===== src/rtl/sub_4bit_serial_pkg.sv =====
// Shared definitions for the bit-serial adder-inverse: FSM state encoding
// and the default operand width.
package sub_4bit_serial_pkg;

  localparam int DEFAULT_WIDTH = 4;

  typedef enum logic [1:0] {
    S_IDLE  = 2'd0,
    S_SHIFT = 2'd1,
    S_DONE  = 2'd2
  } state_t;

endpackage


===== src/rtl/sub_4bit_serial_fs.sv =====
// One-bit full subtractor: computes x - y - bi.
// It mirrors the full-adder cell of the ripple adder.
module full_subtractor (
  output logic o_d,
  output logic o_bo,
  input  logic i_x,
  input  logic i_y,
  input  logic i_bi
);

  assign o_d  = i_x ^ i_y ^ i_bi;
  assign o_bo = (~i_x & i_y) | (~(i_x ^ i_y) & i_bi);

endmodule


===== src/rtl/sub_4bit_serial.sv =====
// Bit-serial inverse of the ripple adder. It recovers b = {co,s} - a - ci,
// processing one bit per cycle LSB-first, and flags sums no valid addition could give.
//
// state   | meaning
// S_IDLE  | waiting for an operand set (o_ready=1)
// S_SHIFT | one subtractor bit per cycle, WIDTH cycles
// S_DONE  | result held on o_b/o_err until i_ready
module sub_4bit_serial
  import sub_4bit_serial_pkg::*;
#(
  parameter int WIDTH = DEFAULT_WIDTH
) (
  input  logic             i_clk,
  input  logic             i_rst,
  input  logic             i_valid,
  output logic             o_ready,
  input  logic [WIDTH-1:0] i_s,
  input  logic             i_co,
  input  logic [WIDTH-1:0] i_a,
  input  logic             i_ci,
  output logic             o_valid,
  input  logic             i_ready,
  output logic [WIDTH-1:0] o_b,
  output logic             o_err
);

  localparam int CW = $clog2(WIDTH) + 1;
  localparam logic [CW-1:0] LAST = CW'(WIDTH - 1);

  state_t          r_state;
  state_t          w_state_nxt;
  logic [WIDTH-1:0] r_s;
  logic [WIDTH-1:0] r_a;
  logic [WIDTH-1:0] r_b;
  logic            r_co;
  logic            r_borrow;
  logic            r_err;
  logic [CW-1:0]   r_cnt;
  logic            w_accept;
  logic            w_last;
  logic            w_d;
  logic            w_bo;

  assign w_accept = i_valid & o_ready;
  assign w_last   = (r_state == S_SHIFT) && (r_cnt == LAST);
  assign o_b      = r_b;
  assign o_err    = r_err;

  // Operand registers shift right, so the current bit k is always at index 0.
  full_subtractor u_fs (
    .o_d  (w_d),
    .o_bo (w_bo),
    .i_x  (r_s[0]),
    .i_y  (r_a[0]),
    .i_bi (r_borrow)
  );

  always_ff @(posedge i_clk) begin
    if (i_rst) r_state <= S_IDLE;
    else       r_state <= w_state_nxt;
  end

  always_comb begin
    w_state_nxt = r_state;
    o_ready     = 1'b0;
    o_valid     = 1'b0;
    case (r_state)
      S_IDLE: begin
        o_ready = 1'b1;
        if (i_valid) w_state_nxt = S_SHIFT;
      end
      S_SHIFT: begin
        if (r_cnt == LAST) w_state_nxt = S_DONE;
      end
      S_DONE: begin
        o_valid = 1'b1;
        if (i_ready) w_state_nxt = S_IDLE;
      end
      default: w_state_nxt = S_IDLE;
    endcase
  end

  always_ff @(posedge i_clk) begin
    if (i_rst) begin
      r_s      <= '0;
      r_a      <= '0;
      r_b      <= '0;
      r_co     <= 1'b0;
      r_borrow <= 1'b0;
      r_err    <= 1'b0;
      r_cnt    <= '0;
    end else if (w_accept) begin
      r_s      <= i_s;
      r_a      <= i_a;
      r_co     <= i_co;
      r_borrow <= i_ci;
      r_cnt    <= '0;
    end else if (r_state == S_SHIFT) begin
      r_s      <= r_s >> 1;
      r_a      <= r_a >> 1;
      r_borrow <= w_bo;
      r_b      <= (r_b >> 1) | (WIDTH'(w_d) << (WIDTH - 1));
      r_cnt    <= r_cnt + CW'(1);
      // Carry-out must exactly cancel the final borrow for a legal addition.
      if (w_last) r_err <= r_co ^ w_bo;
    end
  end

endmodule


===== config.mk =====
export PLATFORM = sky130hd
export DESIGN_NAME = sub_4bit_serial
export DESIGN_NICKNAME = d
export VERILOG_FILES = /design/src/rtl/sub_4bit_serial_pkg.sv /design/src/rtl/sub_4bit_serial_fs.sv /design/src/rtl/sub_4bit_serial.sv
export SDC_FILE = /design/constraint.sdc
export NUM_CORES = 1
export LEC_CHECK = 0
export BUFFER_PORTS_ARGS = -buffer_cell sky130_fd_sc_hd__buf_4
export CORE_ASPECT_RATIO = 0.7
export CORE_MARGIN = 2
export CORE_UTILIZATION = 38
export CTS_CLUSTER_SIZE = 12
export DETAILED_ROUTE_END_ITERATION = 12
export GPL_ROUTABILITY_DRIVEN = 1
export PLACE_DENSITY = 0.59
export SYNTH_ARGS = -nofsm -noshare
export SYNTH_HDL_FRONTEND = slang
export SYNTH_SLANG_ARGS = --single-unit

===== constraint.sdc =====
create_clock -name i_clk -period 2.7 [get_ports i_clk]
set_clock_uncertainty 0.1 [all_clocks]
set_input_delay 0.54 -clock i_clk [delete_from_list [all_inputs] [get_ports i_clk]]
set_output_delay 0.54 -clock i_clk [all_outputs]
set_load 0.05 [all_outputs]

==> results by group, run 1 <==
Final layout
  – Most frequent cells in the layout: buf_4, dfxtp_1, nand2_1, a21oi_1, nor2_1
  – Sequential cell area: 400.4 um2
  – # diodes: 0
  – Final Non-Filler Cells: 160
  – FILL cells: 248
  – Multi-input gate area: 489.2 um2
  – Finished Core Util: 0.4734
  – Final #Nets: 144
  – Commonest non-fill, non-tap cell in the layout: buf_4
  – Layout Area Growth over Synthesis: 20.24%
  – Share of layout cells above drive strength 1: 0.2937

STA
  – TNS Setup: 0 ns
  – Slew @ Worst Pin: 0.5194 ns
  – Unrepaired setup endpoints after global routing: false
  – FMAX: 513.7 MHz
  – Max-slew headroom: 0.6534
  – Final WS setup: 0.7535 ns
  – Post-route clock period utilization: 0.7209
  – # setup viols final: 0
  – Final hold vios: 0
  – Min cycle time layout: 1.946 ns
  – Final max-slew violation count: 0

Yosys
  – Synth Flop Type: dfxtp_1
  – Yosys top cell area share: 0.4233
  – Post-synth net total: 125
  – Ys async rst share: 0
  – Cell area after synthesis: 945.9 um2
  – Number of synthesis warnings: 0
  – Post-synth EDFFs: 0
  – Cell variety after synth: 25
  – Syn_area_per_cell: 8.758 um2
  – Largest cells by area after synthesis: dfxtp_1, a21oi_1, nand2_1
  – Dominant cell type by area after synthesis: dfxtp_1
  – Sequential fraction of the synthesis area: 0.4233
  – FF+latch count, synth: 20
  – Gate Count Post-Synth: 108

Pwr
  – P per Cell Area: 542.6 nW/um2
  – Peak supply drop: 0.2234 mV
  – Leak pwr: 0.4470 nW

Placed design
  – I/O Buffers: 20
  – Post-DP HPWL: 1395 um
  – Placed Cells: 156
  – Dpl ws: 1.035 ns
  – Routability congestion estimate: 0.6915

Detailed routing
  – Vias per cell: 4.863
  – Overall routed net length: 1900 um
  – Pre-antenna DRT Iters: 4
  – Routed wire per std cell: 11.88 um
  – Drt drc: 0
  – Via count: 778
  – DR iter-0 viols: 19
  – Final ANT Viol Nets: 0

Clock network
  – CTS H-tree depth: 1
  – Post-cts hold buffer count: 0
  – Resize count post-CTS: 0
  – TritonCTS clock tree: yes
  – Total CTS buffers: 3
  – CTS root buf: clkbuf_4
  – Clock sink total: 20
  – Post-CTS Setup Inserts: 0
  – Clk slew on worst S/H paths: 0.11 ns
  – CTS max path bufs: 2
  – Clk Latency, worst-skew pair: 0.29 ns

Floorplan
  – Starting Density: 0.3937
  – Rows: 15
  – Die width: 63.63 um
  – IO Pins: 21
  – Core area: 2402 um2
  – Die ar.: 2910 um2
  – Die height: 45.74 um

Global routing
  – Largest net degree at the start of global routing: 21
  – Initial antenna violation count: 0
  – First-pass GRT wire length: 3201 um
  – Tot GR Track Use: 0.1477
  – Vias in the first global route: 690
  – GRT overflow: 0

Run
  – Max cap viols: 0

Run status
  – Status: complete, no violations

Worst setup path
  – Critical Path Start Type: register
  – Worst Path Required: 2.06 ns
  – Crit-path max FO: 12
  – Crit path kind: reg -> out
  – Crit path DAT: 1.31 ns
  – Worst Setup End Kind: output port

Min path
  – Worst min-delay path category: reg -> reg
-- synthesized netlist by cell type (2+ instances only) --
| cell type | count |
|---|---|
| a21oi_2 | 3 |
| ha_1 | 2 |
| a211oi_2 | 3 |
| nor2_1 | 10 |
| nor2b_1 | 2 |
| xnor2_1 | 2 |
| dfxtp_1 | 20 |
| clkbuf_1 | 3 |
| a21oi_1 | 13 |
| nor3_1 | 6 |
| nand3_1 | 3 |
| or3b_2 | 4 |
| buf_4 | 3 |
| inv_1 | 3 |
| nand2_1 | 17 |
| nand2b_1 | 5 |
-- stage by stage --
stage	power, mW	hold WS (ns)	instance area, um2
global placement	0.4523	0.3426	1101
CTS	0.6257	0.3599	1137
detailed placement	0.4557	0.3459	1101
finish	0.6171	0.3550	1137
floorplan	0.4207	0.3481	945.9
global route	0.6542	0.3640	1137
-- flip-flops by register name, summed over array words and instances (netlist names) --
register,cells
r_s,4
o_err,1
r_borrow,1
r_co,1
r_a,4
r_state,2
o_b,4
r_cnt,3
-- kinds of logic after synthesis --
group | share of synthesized area
AOI/OAI and AO/OA | 0.1654
xor gates and xnor gates | 0.01852
adders and majority gates | 0.04762
buffers and inverters | 0.05952
DFF | 0.4233
muxes | 0.01058
and+or+nand+nor | 0.2751
-- critical path: stages, from the launching register on --
cell and delay (ns):
dfxtp_1 0.57, nor2b_1 0.22, buf_4 0.22
-- path summary, 6_finish.rpt --
path,startpoint,to,slack (ns),cells after the start
worst max-delay path,r_state[1],o_valid,0.75,2
worst min-delay path,o_err,o_err,0.36,2
worst max register to register,r_state[0],r_cnt[2],1.01,4
worst min register to register,o_err,o_err,0.36,2
-- routing by layer --
metal,GRT usage,wire (um),up-vias
li1,-,-,399
met1,0.1875,937,362
met2,0.2379,839,15
met3,0.05941,109,2
met4,0.03913,14,0
met5,0,0,-
-- where the power goes --
group / switching [mW] / internal [mW] / leakage (nW)
Clock: 0.0874 / 0.0822 / 0.0210
Sequential: 0.0161 / 0.314 / 0.164
Combinational: 0.0640 / 0.0538 / 0.262
Total: 0.167 / 0.450 / 0.447
-- area by class of cell --
cell class | instances | share of cell area
Multi-Input combinational cell | 78 | 0.4301
Inverter | 3 | 0.009901
Sequential cell | 20 | 0.3520
Clock buffer | 4 | 0.03190
Timing Repair Buffer | 21 | 0.1386
Tap cell | 34 | 0.03740
Power figures use the tool's default switching activity.
==> inputs of run 2 (changes only) <==
Settings changed: PLACE_DENSITY 0.59 to 0.62.
Clock period 2.7 ns to 1.57 ns, I/O delays scaled along.
==> results by group, run 2 (synthesis results as in run 1) <==
Run status
  – Status: complete, no violations

Pwr
  – Peak supply drop: 0.6127 mV (+170%)
  – Total power: 1.211 mW (+96%)
  – Leak pwr: 0.4993 nW (+12%)
  – P per Cell Area: 973.8 nW/um2 (+79%)

Floorplan
  – Die width: 63.63 um (unchanged)
  – Die ar.: 2910 um2 (unchanged)
  – Starting Density: 0.3937 (unchanged)
  – Die height: 45.74 um (unchanged)
  – Rows: 15 (unchanged)
  – Core area: 2402 um2 (unchanged)
  – IO Pins: 21 (unchanged)

Clock network
  – Clk Latency, worst-skew pair: 0.30 ns (about the same)
  – Total CTS buffers: 3 (unchanged)
  – Clk slew on worst S/H paths: 0.12 ns (about the same)
  – Clock sink total: 20 (unchanged)
  – TritonCTS clock tree: yes
  – CTS max path bufs: 2 (unchanged)
  – CTS root buf: clkbuf_4
  – CTS H-tree depth: 1 (unchanged)

STA
  – FMAX: 656.3 MHz
  – # setup viols final: 0 (unchanged)
  – TNS Setup: 0 ns (unchanged)
  – Final hold vios: 0 (unchanged)
  – Min cycle time layout: 1.524 ns
  – Hold WS: 0.1422 ns (-0.2128 ns)
  – Max-slew headroom: 0.8142 (+0.1608)
  – Final max-slew violation count: 0 (unchanged)
  – Slew @ Worst Pin: 0.2780 ns (-0.2414 ns)
  – Post-route clock period utilization: 0.9705

Detailed routing
  – Drt drc: 0 (unchanged)
  – DR iter-0 viols: 18 (-1)
  – Overall routed net length: 1902 um (+0.11%)
  – Routed wire per std cell: 11.39 um (-4.1%)
  – Vias per cell: 4.743 (-2.5%)
  – Pre-antenna DRT Iters: 4 (unchanged)
  – Via count: 792 (+1.8%)
  – Final ANT Viol Nets: 0 (unchanged)

Global routing
  – First-pass GRT wire length: 3284 um (+2.6%)
  – Vias in the first global route: 723 (+4.8%)
  – GRT overflow: 0 (unchanged)
  – Largest net degree at the start of global routing: 21 (unchanged)
  – Initial antenna violation count: 0 (unchanged)
  – Tot GR Track Use: 0.1487 (+0.0009350)

Worst setup path
  – Crit path cell chain: buf_4, nor2_2, buf_6
  – Worst Setup End Kind: output port
  – CP max stage cell: dfxtp_4
  – Crit path DAT: 1.11 ns (-0.20 ns)
  – Crit path max-delay family: flip-flops
  – Largest stage delay, worst path: 0.38 ns (-0.19 ns)
  – CP bufs+invs: 2 (+1)
  – Crit path kind: reg -> out
  – Worst Path Required: 1.16 ns (-0.90 ns)
  – Critical Path Start Type: register
  – Crit-path max FO: 7 (-5)

Min path
  – Worst min-delay path category: in -> reg

Final layout
  – Final #Nets: 151 (+4.9%)
  – Layout Area Growth over Synthesis: 31.48%
  – Most frequent cells in the layout: buf_4, dfxtp_1, nand2_1, a21oi_1, nor2_1
  – Post-route cell area: 1244 um2 (+9.4%)
  – # diodes: 0 (unchanged)
  – Share of layout cells above drive strength 1: 0.3609 (+0.06725)
  – Commonest non-fill, non-tap cell in the layout: buf_4

Placed design
  – I/O Buffers: 20 (unchanged)
  – Post-DP Area: 1154 um2 (+4.8%)
  – Post-DP HPWL: 1397 um (+0.11%)
  – Routability congestion estimate: 0.7413 (+7.2%)

Run
  – Max cap viols: 0 (unchanged)
-- run 2: power by group --
group	leakage (nW)	internal [mW]	switching (mW)	total (mW)
combinational	0.306	0.113	0.122	0.234
sequential	0.165	0.538	0.0186	0.556
clock	0.0279	0.258	0.162	0.421
-- run 2: worst reg2reg max path, cell delays in order (launching register included) --
cell	delay (ns)
dfxtp_4	0.36
buf_4	0.16
or3b_2	0.46
a21oi_1	0.21
nor3_1	0.08
-- run 2: metal layers --
layer  up-vias  track usage  wire [um]
li1        410            -          -
met1       365       0.1945        922
met2        15       0.2400        874
met3         2      0.05693         99
met4         0      0.02609          7
met5         -            0          0
-- run 2: timing repair --
action,CTS,global route
hold buffers,0,0
setup endpoints to repair,2,2
gates resized for setup,7,1
buffers inserted,1,1
-- run 2: through the flow --
step	setup slack, ns	instances	util
global placement	0.1963	161	0.4802
detailed placement	0.1600	161	0.4802
CTS	0.003451	166	0.5125
finish	0.04628	167	0.5177
global route	-0.0003876	167	0.5177
floorplan	0.02341	108	-
-- run 2: final cells by class --
type                       instances  area [um2]
clock inverter                     1       30.03
tap                               34       42.54
inverter                           3       11.26
multi-input combinational         78       499.2
timing repair buffer              28       230.2
clock buffer                       3       22.52
fill                             242        1159
sequential                        20       407.9
-- run 2: worst paths after layout --
| kind | slack, ns | startpoint | cells after the start | end |
|---|---|---|---|---|
| worst max-delay path | 0.05 | r_state[1] | 3 | o_ready |
| worst min-delay path | 0.14 | i_co | 3 | r_co |
| worst max register to register | 0.11 | r_state[0] | 4 | r_a[0] |
| worst min register to register | 0.38 | o_b[0] | 2 | o_b[0] |
==> inputs of run 3 (changes only) <==
Settings changed: CORE_UTILIZATION 38 to 46, CTS_BUF_LIST set to sky130_fd_sc_hd__clkbuf_16, PLACE_DENSITY 0.62 to 0.72.
==> results by group, run 3 (synthesis results as in run 1) <==
Final layout
  – Layout Area Growth over Synthesis: 30.42%
  – Multi-input gate area: 491.7 um2 (-1.5%)
  – Share of layout cells above drive strength 1: 0.3409 (-0.01999)
  – Sequential cell area: 405.4 um2 (-0.61%)
  – Final Non-Filler Cells: 154 (-7.8%)
  – Commonest non-fill, non-tap cell in the layout: buf_4
  – FILL cells: 175 (-28%)
  – Final #Nets: 150 (-0.66%)
  – Most frequent cells in the layout: buf_4, dfxtp_1, nand2_1, a21oi_1, nor2_1
  – Finished Core Util: 0.6483 (+0.1306)
  – Post-route cell area: 1234 um2 (-0.80%)
  – # diodes: 0 (unchanged)

Clock network
  – TritonCTS clock tree: yes
  – Total CTS buffers: 3 (unchanged)
  – CTS max path bufs: 2 (unchanged)
  – CTS root buf: clkbuf_16
  – Post-cts hold buffer count: 0 (unchanged)
  – Clock sink total: 20 (unchanged)
  – Clk Latency, worst-skew pair: 0.25 ns (-0.05 ns)
  – Clk slew on worst S/H paths: 0.06 ns (-0.06 ns)
  – CTS H-tree depth: 1 (unchanged)

Worst setup path
  – Worst Reg-to-Reg Cells: 3 (-1)
  – Crit path DAT: 1.52 ns (+0.41 ns)
  – Critical Path Start Type: register
  – Crit-path max FO: 7 (unchanged)
  – Worst Path Required: 1.58 ns (+0.42 ns)
  – Worst Setup End Kind: register
  – Crit path kind: reg -> reg

STA
  – FMAX: 662.9 MHz (+1.0%)
  – Final hold vios: 0 (unchanged)
  – Final WS setup: 0.06155 ns (+0.01527 ns)
  – Final max-slew violation count: 0 (unchanged)
  – Unrepaired setup endpoints after global routing: false
  – TNS Setup: 0 ns (unchanged)
  – Max-slew headroom: 0.7033 (-0.1109)
  – Min cycle time layout: 1.508 ns (-0.01527 ns)
  – Slew @ Worst Pin: 0.4446 ns (+0.1665 ns)
  – Post-route clock period utilization: 0.9608 (-0.009727)
  – Hold WS: 0.2079 ns (+0.06574 ns)
  – # setup viols final: 0 (unchanged)

Floorplan
  – Die ar.: 2441 um2 (-16%)
  – Core area: 1903 um2 (-21%)
  – Rows: 13 (-2)
  – Die height: 41.94 um (-8.3%)
  – Die width: 58.20 um (-8.5%)
  – Starting Density: 0.4970 (+0.1033)
  – IO Pins: 21 (unchanged)

Min path
  – Worst min-delay path category: in -> reg
  – Hold-critical path depth: 3 (unchanged)

Detailed routing
  – Final ANT Viol Nets: 0 (unchanged)
  – Pre-antenna DRT Iters: 4 (unchanged)
  – Drt drc: 0 (unchanged)
  – Routed wire per std cell: 14.16 um (+24%)
  – Vias per cell: 5.442 (+15%)
  – Overall routed net length: 2181 um (+15%)
  – DR iter-0 viols: 16 (-2)
  – Via count: 838 (+5.8%)

Placed design
  – Dpl ws: 0.1344 ns (-0.02560 ns)
  – Placed Cells: 150 (-6.8%)
  – Routability congestion estimate: 0.8021 (+8.2%)
  – Post-DP Area: 1146 um2 (-0.65%)
  – Post-DP HPWL: 1426 um (+2.1%)
  – I/O Buffers: 20 (unchanged)

Global routing
  – Tot GR Track Use: 0.2044 (+0.05577)
  – Largest net degree at the start of global routing: 21 (unchanged)
  – Vias in the first global route: 817 (+13%)
  – Initial antenna violation count: 0 (unchanged)
  – First-pass GRT wire length: 3657 um (+11%)
  – GRT overflow: 0 (unchanged)

Pwr
  – Total power: 1.328 mW (+9.7%)
  – Leak pwr: 0.5014 nW (+0.43%)
  – P per Cell Area: 1077 nW/um2 (+11%)
  – Peak supply drop: 0.9700 mV (+58%)

Run status
  – Status: complete, no violations

Run
  – Max cap viols: 0 (unchanged)
==> run 3: changes by cell type in the layout (fill, tap and decap cells not counted) <==
cell,previous run,this run
bufinv_16,1,0
clkbuf_16,0,3
buf_6,2,1
clkinv_1,0,1
nor2_2,1,0
dfxtp_4,2,1
dfxtp_2,0,1
nor2b_2,0,1
clkbuf_4,3,0
nor2_1,9,10
nor2b_4,1,0
==> run 3: timing repair <==
item                       4_1_cts  5_1_grt
setup buffers                    0        0
setup endpoints to repair        2        2
gates resized for setup          1        3
==> run 3: path summary, 6_finish.rpt <==
| path | from | end | slack [ns] |
|---|---|---|---|
| worst max-delay path | r_state[0] | r_cnt[2] | 0.06 |
| worst min register to register | o_b[0] | o_b[0] | 0.36 |
| worst min-delay path | i_co | r_co | 0.21 |
| worst max register to register | r_state[0] | r_cnt[2] | 0.06 |
==> run 3: layout make-up <==
class,count,share of cell area
multi-input cells,78,0.3986
flip-flops and latches,20,0.3286
repair buffers,27,0.1775
clock buffers,3,0.06085
well taps,22,0.02231
inverters,3,0.009128
clock inverters,1,0.003043
==> run 3: power by group <==
part / switching, mW / leakage (nW) / internal [mW]
logic: 0.124 / 0.298 / 0.113
clock network: 0.191 / 0.0385 / 0.339
registers: 0.0226 / 0.165 / 0.539
total: 0.337 / 0.501 / 0.991
==> run 3: per-layer routing <==
layer  vias to the layer above  wire, um  track usage
met1                       404       896       0.2394
met4                         0        12      0.05581
met2                        22      1155       0.3545
met5                         -         0            0
li1                        410         -            -
met3                         2       117      0.06854
==> run 3: critical path, cell delays in order, from the launching register on <==
cell and delay, ns:
dfxtp_2 0.37, nor2b_1 0.33, nor2_1 0.11, a2111oi_1 0.46
